**src/rtl/if_fetch_unit_pkg.sv**
```systemverilog
// Shared types and constants for the instruction fetch unit.
package if_fetch_unit_pkg;

    localparam int               INSTR_W   = 32;
    localparam logic [31:0]      PC_STEP   = 32'd4;
    localparam logic [INSTR_W-1:0] NOP_INSTR = '0;

    // FETCH: request in flight or issuing; HOLD: word parked behind a freeze;
    // DROP: waiting out a request whose response must be discarded.
    typedef enum logic [1:0] {
        FETCH = 2'd0,
        HOLD  = 2'd1,
        DROP  = 2'd2
    } fetch_state_e;

    // Branch targets are forced word-aligned.
    function automatic logic [31:0] align_word(input logic [31:0] a);
        return a & ~32'd3;
    endfunction

endpackage

```
**src/rtl/if_fetch_unit_pc_reg.sv**
```systemverilog
// Program counter register: async reset, redirect beats sequential advance.
module if_pc_reg #(
    parameter logic [31:0] RESET_PC = 32'd0,
    parameter logic [31:0] STEP     = 32'd4
) (
    input  logic        clk,
    input  logic        rst,
    input  logic        redirect,
    input  logic [31:0] redirect_addr,
    input  logic        advance,
    output logic [31:0] pc
);

    // Load target on redirect, otherwise step on advance; wraps silently.
    always_ff @(posedge clk or posedge rst) begin
        if (rst)
            pc <= RESET_PC;
        else if (redirect)
            pc <= redirect_addr;
        else if (advance)
            pc <= pc + STEP;
    end

endmodule

```
**src/rtl/if_fetch_unit.sv**
```systemverilog
// Fetch stage: owns the PC, talks req/ack to instruction memory and feeds
// pc/instruction into the IF/ID register, honouring freeze and redirects.
module if_fetch_unit #(
    parameter logic [31:0] RESET_PC = 32'd0,
    parameter logic [31:0] PC_STEP  = if_fetch_unit_pkg::PC_STEP
) (
    input  logic        clk,
    input  logic        rst,
    input  logic        freeze,
    input  logic        branch_taken,
    input  logic [31:0] branch_addr,
    output logic        imem_req,
    output logic [31:0] imem_addr,
    input  logic        imem_ack,
    input  logic [31:0] imem_rdata,
    output logic [31:0] pc_out,
    output logic [31:0] instruction_out
);

    import if_fetch_unit_pkg::*;

    fetch_state_e       state, state_nxt;
    logic [31:0]        fetch_pc;
    logic [INSTR_W-1:0] instr_buf;
    logic [31:0]        tgt;
    logic [31:0]        br_tgt;

    logic               pc_redirect;
    logic [31:0]        pc_redirect_addr;
    logic               pc_advance;
    logic               buf_load;
    logic               tgt_load;

    assign br_tgt    = align_word(branch_addr);
    assign imem_addr = fetch_pc;
    assign pc_out    = fetch_pc + PC_STEP;

    if_pc_reg #(
        .RESET_PC (RESET_PC),
        .STEP     (PC_STEP)
    ) u_pc (
        .clk           (clk),
        .rst           (rst),
        .redirect      (pc_redirect),
        .redirect_addr (pc_redirect_addr),
        .advance       (pc_advance),
        .pc            (fetch_pc)
    );

    // State register.
    always_ff @(posedge clk or posedge rst) begin
        if (rst)
            state <= FETCH;
        else
            state <= state_nxt;
    end

    // Parked instruction word and pending redirect target.
    always_ff @(posedge clk or posedge rst) begin
        if (rst) begin
            instr_buf <= NOP_INSTR;
            tgt       <= '0;
        end else begin
            if (buf_load) instr_buf <= imem_rdata;
            if (tgt_load) tgt       <= br_tgt;
        end
    end

    // Next state, PC control and IF/ID outputs; branch always beats freeze.
    always_comb begin
        state_nxt        = state;
        imem_req         = 1'b1;
        pc_redirect      = 1'b0;
        pc_redirect_addr = br_tgt;
        pc_advance       = 1'b0;
        buf_load         = 1'b0;
        tgt_load         = 1'b0;
        instruction_out  = NOP_INSTR;
        case (state)
            FETCH: begin
                if (branch_taken && imem_ack) begin
                    // Response belongs to the wrong path; drop it.
                    pc_redirect = 1'b1;
                end else if (branch_taken) begin
                    // Address must not move mid-request; remember the target.
                    tgt_load  = 1'b1;
                    state_nxt = DROP;
                end else if (imem_ack && freeze) begin
                    instruction_out = imem_rdata;
                    buf_load        = 1'b1;
                    state_nxt       = HOLD;
                end else if (imem_ack) begin
                    instruction_out = imem_rdata;
                    pc_advance      = 1'b1;
                end
            end
            HOLD: begin
                imem_req = 1'b0;
                if (branch_taken) begin
                    pc_redirect = 1'b1;
                    state_nxt   = FETCH;
                end else begin
                    // Held stable while frozen so IF/ID sees the same word on release.
                    instruction_out = instr_buf;
                    if (!freeze) begin
                        pc_advance = 1'b1;
                        state_nxt  = FETCH;
                    end
                end
            end
            DROP: begin
                if (branch_taken)
                    tgt_load = 1'b1;
                if (imem_ack) begin
                    pc_redirect      = 1'b1;
                    pc_redirect_addr = branch_taken ? br_tgt : tgt;
                    state_nxt        = FETCH;
                end
            end
            default: state_nxt = FETCH;
        endcase
        if (rst)
            instruction_out = NOP_INSTR;
    end

endmodule
```
**config.mk**
```make
export PLATFORM = sky130hd
export DESIGN_NAME = if_fetch_unit
export DESIGN_NICKNAME = d
export VERILOG_FILES = /design/src/rtl/if_fetch_unit_pkg.sv /design/src/rtl/if_fetch_unit_pc_reg.sv /design/src/rtl/if_fetch_unit.sv
export SDC_FILE = /design/constraint.sdc
export NUM_CORES = 1
export LEC_CHECK = 0
export CORE_ASPECT_RATIO = 0.7
export CORE_MARGIN = 4
export CORE_UTILIZATION = 35
export CTS_CLUSTER_SIZE = 8
export DETAILED_ROUTE_END_ITERATION = 8
export GPL_TIMING_DRIVEN = 0
export PLACE_DENSITY = 0.65
export SYNTH_ARGS = -nofsm -noshare
export SYNTH_HDL_FRONTEND = slang
export SYNTH_SLANG_ARGS = --single-unit
```
**constraint.sdc**
```tcl
create_clock -name clk -period 4.62 [get_ports clk]
set_clock_uncertainty 0.15 [all_clocks]
set_input_delay 0.924 -clock clk [delete_from_list [all_inputs] [get_ports clk]]
set_output_delay 0.924 -clock clk [all_outputs]
set_load 0.005 [all_outputs]
```
## Word-level counts from Yosys, hierarchy flattened

Index checks and enable logic that the tools add are counted.

| operators by class | value |
|---|---|
| reduce and logical (&&, ||, !) cells | 5 |
| add/sub/neg operators | 1 |
| muxes and demuxes | 36 |
| equality and inequality tests | 6 |

Operator list:

| cell | count |
|---|---|
| 32-bit two-way mux | 11 |
| 32-bit one-hot mux with 2 select lines | 1 |
| 32-bit by 3-bit adder with 32-bit output, second input constant | 1 |
| 1-bit two-way mux | 14 |
| 2-bit two-way mux | 6 |
| 3-bit inequality test, second input constant | 2 |
| 2-bit one-hot mux with 3 select lines | 1 |
| 2-bit inequality test, second input constant | 2 |
| 1-bit one-hot mux with 2 select lines | 2 |
| 4-bit AND reduction | 1 |
| 1-bit one-hot mux with 3 select lines | 1 |
| 2-bit by 1-bit equality test with 1-bit output, second input constant | 1 |
| 2-bit equality test, second input constant | 1 |
| 1-bit logical AND | 2 |
| 2-bit logical NOT | 1 |
| 2-bit nonzero test | 1 |

| word-level totals | value |
|---|---|
| word-level logic and storage cells | 52 |
| output and inout bits | 97 |
| bits in registers | 96 |
| bits of input ports | 69 |

## Depth between registers and ports, before layout

Gate-level depths: netlist of run 1.

| depth | value |
|---|---|
| depth after elaboration | 7 |
| gate-level depth with buffers | 8 |
| depth with buffers taken out | 6 |

## Hierarchy

From an unflattened synthesis of run 1, not the netlist that was laid out.

| second synthesis, totals | value |
|---|---|
| cell total of the unflattened synthesis | 550 |
| area, all modules | 5715.5 um2 |

Modules (own cells, without submodules):

| module | seq. area each (um2) | times used | area each (um2) | cells each |
|---|---|---|---|---|
| if_fetch_unit | 1601.5 | 1 | 3866.2 | 347 |
| if_pc_reg | 800.8 | 1 | 1849.3 | 203 |

## Least setup slack after synthesis of run 1

Ideal clock, no wire load.

| timing path | value |
|---|---|
| path type | input to output |
| from | in branch_taken |
| to | out instruction_out[10] |
| path buffers | 2 |
| cell stages on the path | 5 |
| required time | 3546 ps |
| path slack | 1631 ps |
| arrival | 1915 ps |
| cell sequence | buf_2 nor3_2 clkbuf_1 a22oi_1 nor2_1 |

| on the way | value |
|---|---|
| longest elaborated chain between the ends | 4 |

Ends and longest elaborated chain:

| item | RTL line | RTL |
|---|---|---|
| start: declaration | if_fetch_unit.sv:10 | `input logic branch_taken,` |
| 32-bit two-way mux / 1-bit logical AND (equally long branches) | if_fetch_unit.sv:84, if_fetch_unit.sv:81 |  |
| 32-bit two-way mux | if_fetch_unit.sv:81 | `if (branch_taken && imem_ack) begin` |
| 32-bit one-hot mux with 2 select lines * | if_fetch_unit.sv:79 | `case (state)` |
| 32-bit two-way mux * | if_fetch_unit.sv:122 | `if (rst)` |
| end: declaration | if_fetch_unit.sv:17 | `output logic [31:0] instruction_out` |

Every way passes the cells marked *; elsewhere a longest branch is shown, timed or not.

## Worst setup path in the final report of run 1

| timing path | value |
|---|---|
| from | in imem_ack |
| to | out instruction_out[24] |

| on the way | value |
|---|---|
| longest elaborated chain between the ends | 6 |

Ends and longest elaborated chain:

| item | RTL line | RTL |
|---|---|---|
| start: declaration | if_fetch_unit.sv:14 | `input logic imem_ack,` |
| 32-bit two-way mux / 1-bit logical AND (equally long branches) | if_fetch_unit.sv:92, if_fetch_unit.sv:88 |  |
| 32-bit two-way mux | if_fetch_unit.sv:88 | `end else if (imem_ack && freeze) begin` |
| 32-bit two-way mux | if_fetch_unit.sv:84 | `end else if (branch_taken) begin` |
| 32-bit two-way mux * | if_fetch_unit.sv:81 |  |
| 32-bit one-hot mux with 2 select lines * | if_fetch_unit.sv:79 |  |
| 32-bit two-way mux * | if_fetch_unit.sv:122 |  |

Marks and branches as above.

==> results of run 1 <==
[per-stage QoR]
| stage | cell area (µm²) | TNS [ps] |
|---|---|---|
| after floorplan | 5349 | 0 |
| after CTS | 7570 | 0 |
| after detailed placement | 7214 | 0 |
| final | 7570 | 0 |
| after global routing | 7570 | 0 |
| after global placement | 7184 | -82340 |
[cells in the mapped netlist (4+ instances only)]
cell and instances:
nand2_1 60, a221o_1 12, a22oi_1 34, xor2_1 5, and3_1 5, mux2i_1 6, o21ai_1 6, a211o_1 5
o21ai_0 6, a31oi_1 6, nand4_1 7, buf_4 8, nor3_1 5, dfrtp_1 94, xnor2_1 24, nor2b_1 5
inv_1 7, buf_6 4, mux2_2 64, a21oi_1 22, nand3_1 14, nor2_1 43, clkbuf_1 13, buf_2 14
[area by class of cell]
| cell class | count | share of cell area, % |
|---|---|---|
| Multi-Input combinational cell | 382 | 36.28 |
| Inverter | 7 | 0.3802 |
| Clock buffer | 10 | 3.157 |
| Clock inverter | 6 | 1.537 |
| Buffer | 39 | 2.959 |
| Tap cell | 195 | 3.223 |
| Timing Repair Buffer | 160 | 21.39 |
| Sequential cell | 94 | 31.07 |
[cell families after synthesis]
| logic type | after synthesis |
|---|---|
| AO/OA/AOI/OAI | 106 |
| flip-flops | 94 |
| other | 1 |
| XOR/XNOR | 29 |
| adder cells (fa/ha/maj) | 1 |
| buffers and inverters | 46 |
| multiplexers | 70 |
| AND/OR/NAND/NOR | 172 |
[how the worst max path moves through the flow]
stage	start	endpoint	cells after the start
finish	imem_ack	instruction_out[24]	7
floorplan	rst	instr_buf[0]	2
global placement	rst	tgt[9]	3
detailed placement	imem_ack	instruction_out[24]	7
CTS	imem_ack	instruction_out[24]	7
global route	imem_ack	instruction_out[29]	7
[report_power, final]
| part | internal [mW] | switching (mW) |
|---|---|---|
| clock | 0.549 | 0.337 |
| combinational | 0.464 | 0.301 |
| sequential | 0.991 | 0.151 |
| total | 2.00 | 0.789 |
[state kept, by name, indices dropped and copies added (netlist names)]
| signal | count |
|---|---|
| instr_buf | 32 |
| tgt | 30 |
| u_pc.pc | 30 |
| state | 2 |
[routing by layer]
metal  track usage, %  vias to the layer above
li1                 -                     2228
met1            29.43                     2417
met2            30.29                      163
met3            3.472                       20
met4            5.131                        0
met5                0                        -
[worst register-to-register path, stage by stage (launching register included)]
cell and delay [ps]:
dfrtp_1 450, ha_1 320, nand4_2 250, nor3_4 470, nand4_1 240, and3_1 240
a2111o_1 280
==> summary.txt, run 1 <==
Power and ir drop
  – Leak Pwr: 3.044 nW
  – Total design power: 2.793 mW
  – Largest vdd supply drop: 0.2221 mV
  – Pwr dens: 369.0 nW/µm²

Setup path
  – Critical path's top delay family: buffers and inverters
  – Reg2reg path depth: 6
  – CP peak stage delay: 540 ps
  – CP bufs+invs: 3
  – Crit-path cells: clkdlybuf4s50_1 > nand2b_1 > nor3_2 > clkbuf_1 > a22oi_1 > nor2_1 > clkdlybuf4s50_1
  – Crit path kind: in -> out
  – R2R Path End: u_pc.pc[16]
  – Largest fanout on the critical path: 10
  – Critical Path RT: 3550 ps
  – CP max-delay cell: clkdlybuf4s50_1
  – Critical path launch point type: input port
  – Worst R2R Setup Slack: 2120 ps
  – Worst path most repeated cell: clkdlybuf4s50_1
  – Critical R2R Launch: u_pc.pc[3]
  – Setup crit end kind: output port
  – Critical path arrival: 3280 ps

Finish
  – ANT cells: 0
  – Final Core Density: 51.10%
  – Register area: 2352 µm²
  – Final Net Count: 763
  – Most frequent cells in the layout: clkdlybuf4s50_1, dfrtp_1, mux2_2
  – Area of the multi-input gates: 2746 µm²
  – Commonest non-fill, non-tap cell in the layout: clkdlybuf4s50_1
  – Post-Layout Cell Count: 893
  – Fill count: 1352
  – Area growth, synth to finish: 41.82%
  – Share of post-route cells with drive strength above 1: 19.05%

Yosys
  – Ys async rst share: 100.0%
  – Library cells used by synthesis: 60
  – Synth Area in Adders: 0.2344%
  – Synth Cell Area: 5338 µm²
  – Post-synthesis mux area share: 14.63%
  – Yosys warns: 0
  – XOR/XNOR share of the synthesized area: 4.759%
  – Synth top area cells: dfrtp_1, mux2_2, a22oi_1, nand2_1, xnor2_1
  – Avg Inst Size Synth: 10.28 µm²
  – #FFs+latches synth: 94
  – Top cell type's share of synthesized area: 44.07%
  – Synth Area in Compound Gates: 14.60%
  – Sequential cell area fraction in the yosys report: 44.07%
  – Post-synthesis simple-gate area fraction: 16.95%
  – Synth area leader: dfrtp_1
  – EDFF count, synth: 0
  – Synth Flop Type: dfrtp_1
  – Post-Syn Instances: 519
  – Largest family of logic cells by synthesized area: simple AND/OR/NAND/NOR gates

Place
  – Routability cong.: 0.8241
  – Pre-CTS WS: 260.1 ps
  – Port Buf Inserts: 159
  – Half-perimeter wire length after placement: 13040 µm
  – Dpl cells: 877

Clock tree
  – Max clock buf depth: 2
  – Root Buffer: clkbuf_16
  – CTS tree: built
  – H-tree levels: 3
  – Clk slew on worst S/H paths: 60 ps
  – Post-CTS Setup Inserts: 0
  – TritonCTS Sinks: 94
  – Post-CTS Hold Buffers: 0
  – CTS buffer count: 9
  – Cts repair resizes: 0
  – Worst skew pair latency: 340 ps

GRT
  – Vias in the first global route: 4839
  – First-pass GRT wire length: 27310 µm
  – Initial antenna violation count: 0
  – Largest net degree at the start of global routing: 63
  – Grt ovf: 0
  – All-Layer GR Usage: 19.93%

Timing
  – Hold Slack: 358.3 ps
  – RSZ-0062 raised after global routing: no
  – # setup viols final: 0
  – Hold Violations, Final: 0
  – Fin crit share: 94.14%
  – Worst slew pin tran: 784.7 ps
  – Fmax: 229.9 MHz
  – Final WS setup: 270.9 ps
  – Max-slew headroom: 47.29%
  – Final Max Slew Viols: 0
  – Fin crit period: 4349 ps

Hold path
  – Min-delay src: tgt[29]
  – WHS Path Cells: 1
  – Worst hold path class: reg -> reg
  – Hold EP: tgt[29]

Routing
  – Wl on met1: 7983 µm
  – Routed met3 length: 868 µm
  – Detail Route met2 WL: 8005 µm
  – Remaining DRCs: 0
  – Drt wl/cell: 19.20 µm
  – Via count: 4828
  – Post-Route WL: 17150 µm
  – DRT antenna net count: 0
  – Top Layer Used: met4
  – DR iter-0 viols: 339
  – Detailed Routing Iterations Pass 1: 5
  – Vias per Instance: 5.406

Floorplanning
  – # rows: 37
  – Die Ht: 111.3 µm
  – Initial Util: 36.03%
  – Die Wd: 155.6 µm
  – Num ports: 166
  – Core Box Area: 14810 µm²
  – Die area: 17320 µm²

Job
  – Max cap viols: 0

Outcome
  – Status: finished, final reports clean
Power figures use the tool's default switching activity.
==> run 2, diff against run 1 <==
clock period = 5.52 ns   (was 4.62 ns; I/O delays follow)
==> results of run 2 <==
The final DEF is identical to that of run 1. Status: finished, final reports clean.
Main changes from that run: setup slack after placement 260.1 ps -> 800.1 ps; setup slack after layout 270.9 ps -> 810.9 ps; register-to-register setup slack 2120 ps -> 3020 ps; total power 2.793 mW -> 2.338 mW; worst IR drop on VDD 0.2221 mV -> 0.1858 mV
==> run 3, diff against run 2 <==
PLACE_DENSITY = not set   (was 0.65)
PLACE_DENSITY_LB_ADDON = 0.2   (was not set)
RECOVER_POWER = 50   (was not set)
==> run 3 against run 2 <==
  * Clock-buffer cell count grew 1
  * Largest cell class unchanged
  * Clock power shrank 8.9%
  * Cell area shrank 0.76%
  * Non-clock buffer count is the same
  * The run now ends with capacitance limit, slew limit left
  * Core utilization shrank 0.39 points
  * Hold slack lost 1.9 ps
  * Highest routed layer unchanged
==> summary.txt, run 3 (synthesis gave the netlist of run 1 again) <==
GRT
  – Grt ovf: 0
  – GR peak layer: met1
  – M2 GR Usage: 28.96%
  – Met3 track demand over resource: 3.902%
  – Initial antenna violation count: 0
  – Largest net degree at the start of global routing: 59
  – First-pass GRT wire length: 26880 µm
  – Vias in the first global route: 4881
  – All-Layer GR Usage: 19.55%
  – Grt met1 use: 29.27%

Setup path
  – Reg2reg path depth: 6
  – Crit-path cells: dlygate4sd3_1 > clkbuf_1 > nor3_2 > clkbuf_1 > a22oi_1 > nor2_1 > clkdlybuf4s50_1
  – CP peak stage delay: 550 ps
  – CP max-delay cell: dlygate4sd3_1
  – Crit path kind: in -> out
  – Largest fanout on the critical path: 10
  – Setup crit end kind: output port
  – Worst path most repeated cell: clkbuf_1
  – Critical Path RT: 4270 ps
  – Critical path launch point type: input port
  – Critical path arrival: 3620 ps

Clock tree
  – Worst skew pair latency: 340 ps
  – Post-CTS Hold Buffers: 0
  – TritonCTS Sinks: 94
  – H-tree levels: 3
  – Root Buffer: clkbuf_16
  – CTS tree: built
  – Post-CTS Setup Inserts: 0
  – Max clock buf depth: 2
  – Cts repair resizes: 0
  – CTS buffer count: 9
  – Clk slew on worst S/H paths: 70 ps

Power and ir drop
  – Cell Int Power: 1.607 mW
  – Leak Pwr: 3.028 nW
  – Register share of total power: 42.4%
  – Pwr dens: 299.4 nW/µm²
  – Total design power: 2.249 mW
  – P_sw: 0.6419 mW
  – Combinational Power Share: 27.5%
  – Largest vdd supply drop: 0.1517 mV
  – Clock network fraction of total power: 30.1%
  – Sw Share: 28.54%

Timing
  – Fin crit share: 88.38%
  – Hold Slack: 356.4 ps
  – Worst slew pin tran: 1790 ps
  – Fmax: 205.0 MHz
  – Hold Violations, Final: 0
  – # setup viols final: 0
  – Final WS setup: 641.2 ps
  – Final Max Slew Viols: 38
  – Fin crit period: 4879 ps
  – Max-slew headroom: -19.99%
  – RSZ-0062 raised after global routing: no

Finish
  – ANT cells: 0
  – Final Net Count: 763
  – Fill count: 1389
  – Area growth, synth to finish: 40.74%
  – Share of post-route cells with drive strength above 1: 18.48%
  – Max reg flops: 32
  – Commonest non-fill, non-tap cell in the layout: clkdlybuf4s50_1
  – Most frequent cells in the layout: clkdlybuf4s50_1, dfrtp_1, mux2_2
  – Biggest regs: instr_buf x32, tgt x30, u_pc.pc x30
  – Top reg by flops: instr_buf

Routing
  – Remaining DRCs: 0
  – Detailed Routing Iterations Pass 1: 5
  – Drt wl/cell: 18.87 µm
  – Vias per Instance: 5.283
  – DR iter-0 viols: 412
  – Post-Route WL: 16850 µm
  – DRT antenna net count: 0
  – Via count: 4718

Floorplanning
  – Core Box Area: 14810 µm²
  – Die area: 17320 µm²
  – Num ports: 166
  – # rows: 37
  – Die Ht: 111.3 µm
  – Die Wd: 155.6 µm
  – Initial Util: 36.03%

Place
  – Routability cong.: 0.8131
  – Pre-CTS WS: 836.9 ps
  – Port Buf Inserts: 159
  – Half-perimeter wire length after placement: 12900 µm

Outcome
  – Status: complete, but fails checks
  – Failing checks: capacitance limit, slew limit

Hold path
  – Worst hold path class: reg -> reg
  – WHS Path Cells: 1

Job
  – Max cap viols: 1
[run 3: changes by cell type in the layout (fill, tap and decap cells not counted), sizes merged]
cell / delta
clkdlybuf4s50: -34
dlygate4sd3: +34
clkbuf: +5
buf: -4
clkinvlp: +4
inv: -3
bufinv: -1
clkinv: -1
[run 3: area by class of cell]
| cell class | count | area [µm²] | area share (%) |
|---|---|---|---|
| buffer | 39 | 220.2 | 2.931 |
| clock buffer | 11 | 242.7 | 3.231 |
| clock inverter | 5 | 82.58 | 1.099 |
| inverter | 7 | 27.53 | 0.3664 |
| multi-input combinational | 382 | 2746 | 36.56 |
| sequential | 94 | 2352 | 31.31 |
| tap | 195 | 244.0 | 3.248 |
| timing repair buffer | 160 | 1597 | 21.25 |
[run 3: final timing paths]
path	to	from	slack (ps)
worst min-delay path	tgt[3]	tgt[3]	360
worst min register to register	tgt[3]	tgt[3]	360
worst max-delay path	instruction_out[19]	branch_taken	640
worst max register to register	u_pc.pc[16]	u_pc.pc[2]	3040
min in group asynchronous	instr_buf[29]	rst	1890
max in group asynchronous	instr_buf[3]	rst	1200
[run 3: layer usage]
metal	vias to the layer above	part of all wire (%)
met5	-	0
met4	0	1.2
met3	12	5.4
met2	131	45
met1	2362	49
li1	2213	-
[run 3: worst max-delay path, delay by kind of cell]
kind                   cells  cell delay, ps
AOI/OAI and AO/OA          1             170
and+or+nand+nor            2             580
buffers and inverters      4            1760
[run 3: power groups by stage]
stage               clock, mW  combinational (mW)  sequential (mW)
finish                  0.676               0.619            0.954
CTS                     0.697               0.648            0.954
detailed placement          0               0.646            0.966
global route            0.717               0.676            0.974
floorplan                   0               0.314            0.938
global placement            0               0.632            0.958
[run 3: through the flow]
stage	area, µm²	setup TNS [ps]	std cells	util [%]
detailed placement	7214	0	877	48.70
floorplan	5349	0	522	-
global route	7512	0	893	50.71
CTS	7540	0	893	50.90
finish	7512	0	893	50.71
global placement	7184	-13590	876	48.50
